$ cat config.mk
export PLATFORM = sky130hd
export DESIGN_NAME = arb_mux_2ch
export DESIGN_NICKNAME = d
export VERILOG_FILES = /design/src/rtl/arb_mux_2ch_pkg.sv /design/src/rtl/arb_mux_2ch_rr2_arbiter.sv /design/src/rtl/arb_mux_2ch.sv
export SDC_FILE = /design/constraint.sdc
export NUM_CORES = 1
export LEC_CHECK = 0
export CAP_MARGIN = 20
export CORE_MARGIN = 2
export CORE_UTILIZATION = 49
export CTS_CLUSTER_SIZE = 30
export DETAILED_ROUTE_END_ITERATION = 12
export GPL_ROUTABILITY_DRIVEN = 0
export PLACE_DENSITY_LB_ADDON = 0.15
export SLEW_MARGIN = 20
export SYNTH_ARGS = -nofsm -noshare
export SYNTH_HDL_FRONTEND = slang
export SYNTH_SLANG_ARGS = --single-unit
$ cat constraint.sdc
create_clock -name clk -period 5.05 [get_ports clk]
set_clock_uncertainty 0.1 [all_clocks]
set_input_delay 1.01 -clock clk [delete_from_list [all_inputs] [get_ports clk]]
set_output_delay 1.01 -clock clk [all_outputs]
set_load 0.02 [all_outputs]
$ cat src/rtl/arb_mux_2ch_pkg.sv
// Shared constants for the two-channel round-robin arbitrating multiplexer.
// Source encoding is shared by o_src, sel and the `last` history register.
package arb_mux_2ch_pkg;

    typedef logic src_t;

    localparam src_t SRC_X    = 1'b0;
    localparam src_t SRC_Y    = 1'b1;

    // X must win the first contention after reset, so history starts on Y.
    localparam src_t LAST_RST = SRC_Y;

endpackage : arb_mux_2ch_pkg

$ cat src/rtl/arb_mux_2ch_rr2_arbiter.sv
// Combinational two-way round-robin grant with a select that a plain
// 2:1 data mux can follow even when no transfer takes place.
module arb_mux_2ch_rr2_arbiter
    import arb_mux_2ch_pkg::*;
(
    input  logic x_valid_i,
    input  logic y_valid_i,
    input  logic last_i,
    input  logic space_i,
    output logic grant_x_o,
    output logic grant_y_o,
    output logic sel_o
);

    logic pick_x_s;
    logic pick_y_s;

    // Choose a winner from the offered channels and the previous winner.
    always_comb begin
        pick_x_s = 1'b0;
        pick_y_s = 1'b0;
        sel_o    = ~last_i;
        case ({x_valid_i, y_valid_i})
            2'b10: begin
                pick_x_s = 1'b1;
                sel_o    = SRC_X;
            end
            2'b01: begin
                pick_y_s = 1'b1;
                sel_o    = SRC_Y;
            end
            2'b11: begin
                if (last_i == SRC_Y) begin
                    pick_x_s = 1'b1;
                end else begin
                    pick_y_s = 1'b1;
                end
                sel_o = ~last_i;
            end
            default: begin
                pick_x_s = 1'b0;
                pick_y_s = 1'b0;
                sel_o    = ~last_i;
            end
        endcase
    end

    // A grant only turns into ready when the output stage can load.
    always_comb begin
        grant_x_o = space_i & pick_x_s;
        grant_y_o = space_i & pick_y_s;
    end

endmodule : arb_mux_2ch_rr2_arbiter

$ cat src/rtl/arb_mux_2ch.sv
// Two-channel round-robin arbitrating mux with a single registered output
// stage tagged with its source, plus saturating per-channel grant counters.
module arb_mux_2ch
    import arb_mux_2ch_pkg::*;
#(
    parameter int WIDTH = 2,
    parameter int CNT_W = 8
) (
    input  logic             clk,
    input  logic             rst,
    input  logic             x_valid,
    input  logic [WIDTH-1:0] x_data,
    output logic             x_ready,
    input  logic             y_valid,
    input  logic [WIDTH-1:0] y_data,
    output logic             y_ready,
    output logic             o_valid,
    input  logic             o_ready,
    output logic [WIDTH-1:0] o_data,
    output logic             o_src,
    output logic             sel,
    input  logic             cnt_clr,
    output logic [CNT_W-1:0] x_cnt,
    output logic [CNT_W-1:0] y_cnt
);

    localparam logic [CNT_W-1:0] CNT_MAX = {CNT_W{1'b1}};
    localparam logic [CNT_W-1:0] CNT_ONE = CNT_W'(1'b1);

    logic             o_valid_q, o_valid_d;
    logic [WIDTH-1:0] o_data_q,  o_data_d;
    src_t             o_src_q,   o_src_d;
    src_t             last_q,    last_d;
    logic [CNT_W-1:0] x_cnt_q,   x_cnt_d;
    logic [CNT_W-1:0] y_cnt_q,   y_cnt_d;

    logic             space_s;
    logic             grant_x_s;
    logic             grant_y_s;
    logic             sel_s;
    logic             xfer_s;
    logic [WIDTH-1:0] data_sel_s;

    // Output stage can load when empty or draining; nothing is accepted in reset.
    always_comb begin
        space_s = (~o_valid_q | o_ready) & ~rst;
    end

    arb_mux_2ch_rr2_arbiter u_rr2_arbiter (
        .x_valid_i (x_valid),
        .y_valid_i (y_valid),
        .last_i    (last_q),
        .space_i   (space_s),
        .grant_x_o (grant_x_s),
        .grant_y_o (grant_y_s),
        .sel_o     (sel_s)
    );

    // Datapath follows the exported select so external muxes stay in step.
    always_comb begin
        data_sel_s = sel_s ? y_data : x_data;
        xfer_s     = grant_x_s | grant_y_s;
    end

    // Next state of the output register and round-robin history.
    always_comb begin
        o_valid_d = o_valid_q;
        o_data_d  = o_data_q;
        o_src_d   = o_src_q;
        last_d    = last_q;
        if (xfer_s) begin
            o_valid_d = 1'b1;
            o_data_d  = data_sel_s;
            o_src_d   = grant_y_s ? SRC_Y : SRC_X;
            last_d    = grant_y_s ? SRC_Y : SRC_X;
        end else if (o_valid_q & o_ready) begin
            o_valid_d = 1'b0;
        end else begin
            o_valid_d = o_valid_q;
        end
    end

    // Grant counters: clear wins over a same-cycle increment.
    always_comb begin
        x_cnt_d = x_cnt_q;
        y_cnt_d = y_cnt_q;
        if (cnt_clr) begin
            x_cnt_d = {CNT_W{1'b0}};
            y_cnt_d = {CNT_W{1'b0}};
        end else begin
            if (grant_x_s && (x_cnt_q != CNT_MAX)) begin
                x_cnt_d = x_cnt_q + CNT_ONE;
            end else begin
                x_cnt_d = x_cnt_q;
            end
            if (grant_y_s && (y_cnt_q != CNT_MAX)) begin
                y_cnt_d = y_cnt_q + CNT_ONE;
            end else begin
                y_cnt_d = y_cnt_q;
            end
        end
    end

    // State registers with synchronous reset.
    always_ff @(posedge clk) begin
        if (rst) begin
            o_valid_q <= 1'b0;
            o_data_q  <= {WIDTH{1'b0}};
            o_src_q   <= SRC_X;
            last_q    <= LAST_RST;
            x_cnt_q   <= {CNT_W{1'b0}};
            y_cnt_q   <= {CNT_W{1'b0}};
        end else begin
            o_valid_q <= o_valid_d;
            o_data_q  <= o_data_d;
            o_src_q   <= o_src_d;
            last_q    <= last_d;
            x_cnt_q   <= x_cnt_d;
            y_cnt_q   <= y_cnt_d;
        end
    end

    // Drive ports from the registered state and the combinational grant.
    always_comb begin
        x_ready = grant_x_s;
        y_ready = grant_y_s;
        sel     = sel_s;
        o_valid = o_valid_q;
        o_data  = o_data_q;
        o_src   = o_src_q;
        x_cnt   = x_cnt_q;
        y_cnt   = y_cnt_q;
    end

endmodule : arb_mux_2ch
==> flow_summary.json <==
{
  "status": "complete, no violations",
  "grt_util_all_layers_pct": 21.0,
  "syn-num-nets": 142,
  "fmax_mhz": 235,
  "ir_drop_v": 0.000146,
  "start_util_pct": 50.9,
  "grt_pass1_vias": 1041,
  "syn_inst": 127,
  "synthToLayoutAreaGrowth_pct": 32.3,
  "wl_per_cell_um": 13.1,
  "num_rows": 17,
  "holdBufCountCts": 0,
  "ys.flop_type": "dfxtp_1",
  "post-dp-hpwl_um": 1880,
  "drc": 0,
  "ys_types": 37,
  "wirelength_um": 2430,
  "crit_top_cell": "clkdlybuf4s50_1",
  "syn-cell-area_sq_um": 1110,
  "coreArea_sq_um": 2190,
  "vias": 1093,
  "place_ws_ps": 794,
  "required_ps": 3940,
  "grt_max_degree": 17,
  "die_h_um": 51.7,
  "min_period_ps": 4250,
  "path_delay_family": "buffers and inverters",
  "postSynth.asyncResetShare_pct": 0,
  "tritoncts": "yes",
  "die_w_um": 51.7,
  "relSlewSlack_pct": 66.4,
  "cp_num_buf_inv": 3,
  "drt_iter0_markers": 23,
  "die-area_sq_um": 2670,
  "antenna_cells": 0,
  "cts_buffers": 3,
  "tightest_slew_ps": 504,
  "viasPerCell": 5.88,
  "synth_top_area_share_pct": 37.7,
  "setup_viol_count_final": 0,
  "clockBufferDepth": 2,
  "synth_area_leader_cell": "dfxtp_1",
  "crit_slowest_cell": "clkdlybuf4s50_1",
  "worstSetupEndpointType": "output pin",
  "slowest_delay_ps": 630,
  "fin_crit_sh_pct": 84.2,
  "path_clk_slew_ps": 110,
  "hold_viol_final": 0,
  "path_cells": "clkdlybuf4s50_1 > ha_1 > a21oi_1 > or3_1 > inv_1 > clkdlybuf4s50_1",
  "cap_violations": 0,
  "first_pass_iters": 4,
  "fin_nets": 174,
  "antenna_found_initial": 0,
  "synth_seq_area_share_pct": 37.7,
  "p_total_mw": 0.300,
  "synth_area_per_cell_sq_um": 8.78,
  "cp_max_fo": 16,
  "rsz0062_at_grt": "no",
  "cts_htree_levels": 1,
  "clock_sinks": 21,
  "leakagePower_nw": 0.531,
  "worst_slack_ps": 800,
  "arrival_ps": 3140,
  "cts_root_buf": "clkbuf_4",
  "ios": 33,
  "synth-edff-count": 0,
  "clock_latency_ps": 290,
  "yosys_warnings": 0,
  "hp-class": "reg -> reg",
  "cts-resized-gates": 0,
  "post_cts_buffers": 0,
  "drv_slew": 0,
  "layout-drive-gt1-share_pct": 4.43,
  "grt_overflow_total": 0,
  "fin_setup_tns_ps": 0,
  "grt_pass1_wl_um": 4330,
  "critPathKind": "in -> out",
  "ys_seq_elements": 21,
  "power_density_nw_per_um2": 203,
  "ant_nets": 0,
  "portBuffers": 32,
  "cp-start-kind": "input port",
  "synth.area.top_cells": "dfxtp_1 38%, ha_1 5.6%, a21oi_1 4.9%",
  "fill_cells": 198
}
## cells in the final DEF (no fill, tap or decap), types with 2 or more instances in the layout
| cell | synthesis | final |
|---|---|---|
| clkdlybuf4s50_1 | 0 | 32 |
| dfxtp_1 | 21 | 21 |
| a21oi_1 | 11 | 11 |
| nand2_1 | 10 | 10 |
| inv_1 | 9 | 9 |
| or3_1 | 7 | 7 |
| mux2i_1 | 5 | 5 |
| nor3_1 | 5 | 5 |
| and4_1 | 5 | 5 |
| ha_1 | 5 | 5 |
| nand3_1 | 4 | 4 |
| o21ai_0 | 4 | 4 |
| o31ai_1 | 4 | 4 |
| a211oi_1 | 3 | 3 |
| nor2_1 | 3 | 3 |
| or4_1 | 3 | 3 |
| clkbuf_4 | 0 | 3 |
| o211ai_1 | 2 | 2 |
| nand4_1 | 2 | 2 |
| o41ai_1 | 2 | 2 |
## cells in the mapped netlist (all sizes together), types with 3 or more instances
library cell / count
dfxtp: 21
a21oi: 11
nand2: 10
inv: 9
or3: 7
and4: 5
ha: 5
mux2i: 5
nor3: 5
nand3: 4
o21ai: 4
o31ai: 4
a211oi: 3
clkbuf: 3
nor2: 3
or4: 3
## path summary, 6_finish.rpt
check | startpoint | end | slack (ps) | cells past startpoint
hold / removal | x_cnt[6] | x_cnt[6] | 400 | 2
hold reg to reg | x_cnt[6] | x_cnt[6] | 400 | 2
setup / recovery | x_valid | x_ready | 800 | 6
setup reg to reg | o_valid | x_cnt[3] | 3130 | 4
## final cells by class
class / instances / area (sq um) / area share (%)
Clock buffer: 4 / 26.3 / 1.78
Multi-Input combinational cell: 92 / 639 / 43.3
Timing Repair Buffer: 32 / 320 / 21.7
Tap cell: 28 / 35.0 / 2.37
Sequential cell: 21 / 420 / 28.5
Inverter: 9 / 33.8 / 2.29
## layer usage
metal / vias up / share of wire (%) / global-route usage (%)
li1: 554 / - / -
met2: 26 / 48 / 37.0
met3: 2 / 3.4 / 2.59
met1: 511 / 48 / 26.7
met4: 0 / 0.70 / 6.58
met5: - / 0 / 0
## state kept, by name, indices dropped and copies added (netlist names)
name and count:
o_data 2, o_valid 1, x_cnt 8, last_q 1
y_cnt 8, o_src 1
## kinds of logic (layout without fill, tap and decap cells)
group / count (synthesis) / after routing / synth area share (%)
buffers and inverters: 14 / 45 / 4.94
AO/OA/AOI/OAI: 35 / 35 / 22.0
adder cells (fa/ha/maj): 5 / 5 / 5.61
multiplexers: 5 / 5 / 4.49
AND/OR/NAND/NOR: 47 / 47 / 25.3
flip-flops: 21 / 21 / 37.7
## power by group
group	total (mW)	internal (mW)	switching [mW]
logic	0.0500	0.0241	0.0260
clock network	0.0777	0.0307	0.0471
registers	0.172	0.170	0.00259
total	0.300	0.225	0.0756
## worst min-delay path: cells and delay by family (launching register included)
| kind | cells | cell delay, ps |
|---|---|---|
| compound gates | 2 | 130 |
| flops | 1 | 340 |
## per-stage QoR
| step | instances | util (%) | hold slack, ps | area [sq um] |
|---|---|---|---|---|
| after floorplan | 127 | - | 396 | 1110 |
| after global placement | 182 | 66.1 | 377 | 1450 |
| after detailed placement | 182 | 66.1 | 384 | 1450 |
| after CTS | 186 | 67.3 | 404 | 1480 |
| after global routing | 186 | 67.3 | 432 | 1480 |
| final | 186 | 67.3 | 402 | 1480 |
Note: power is estimated with default switching activity, not from simulation.
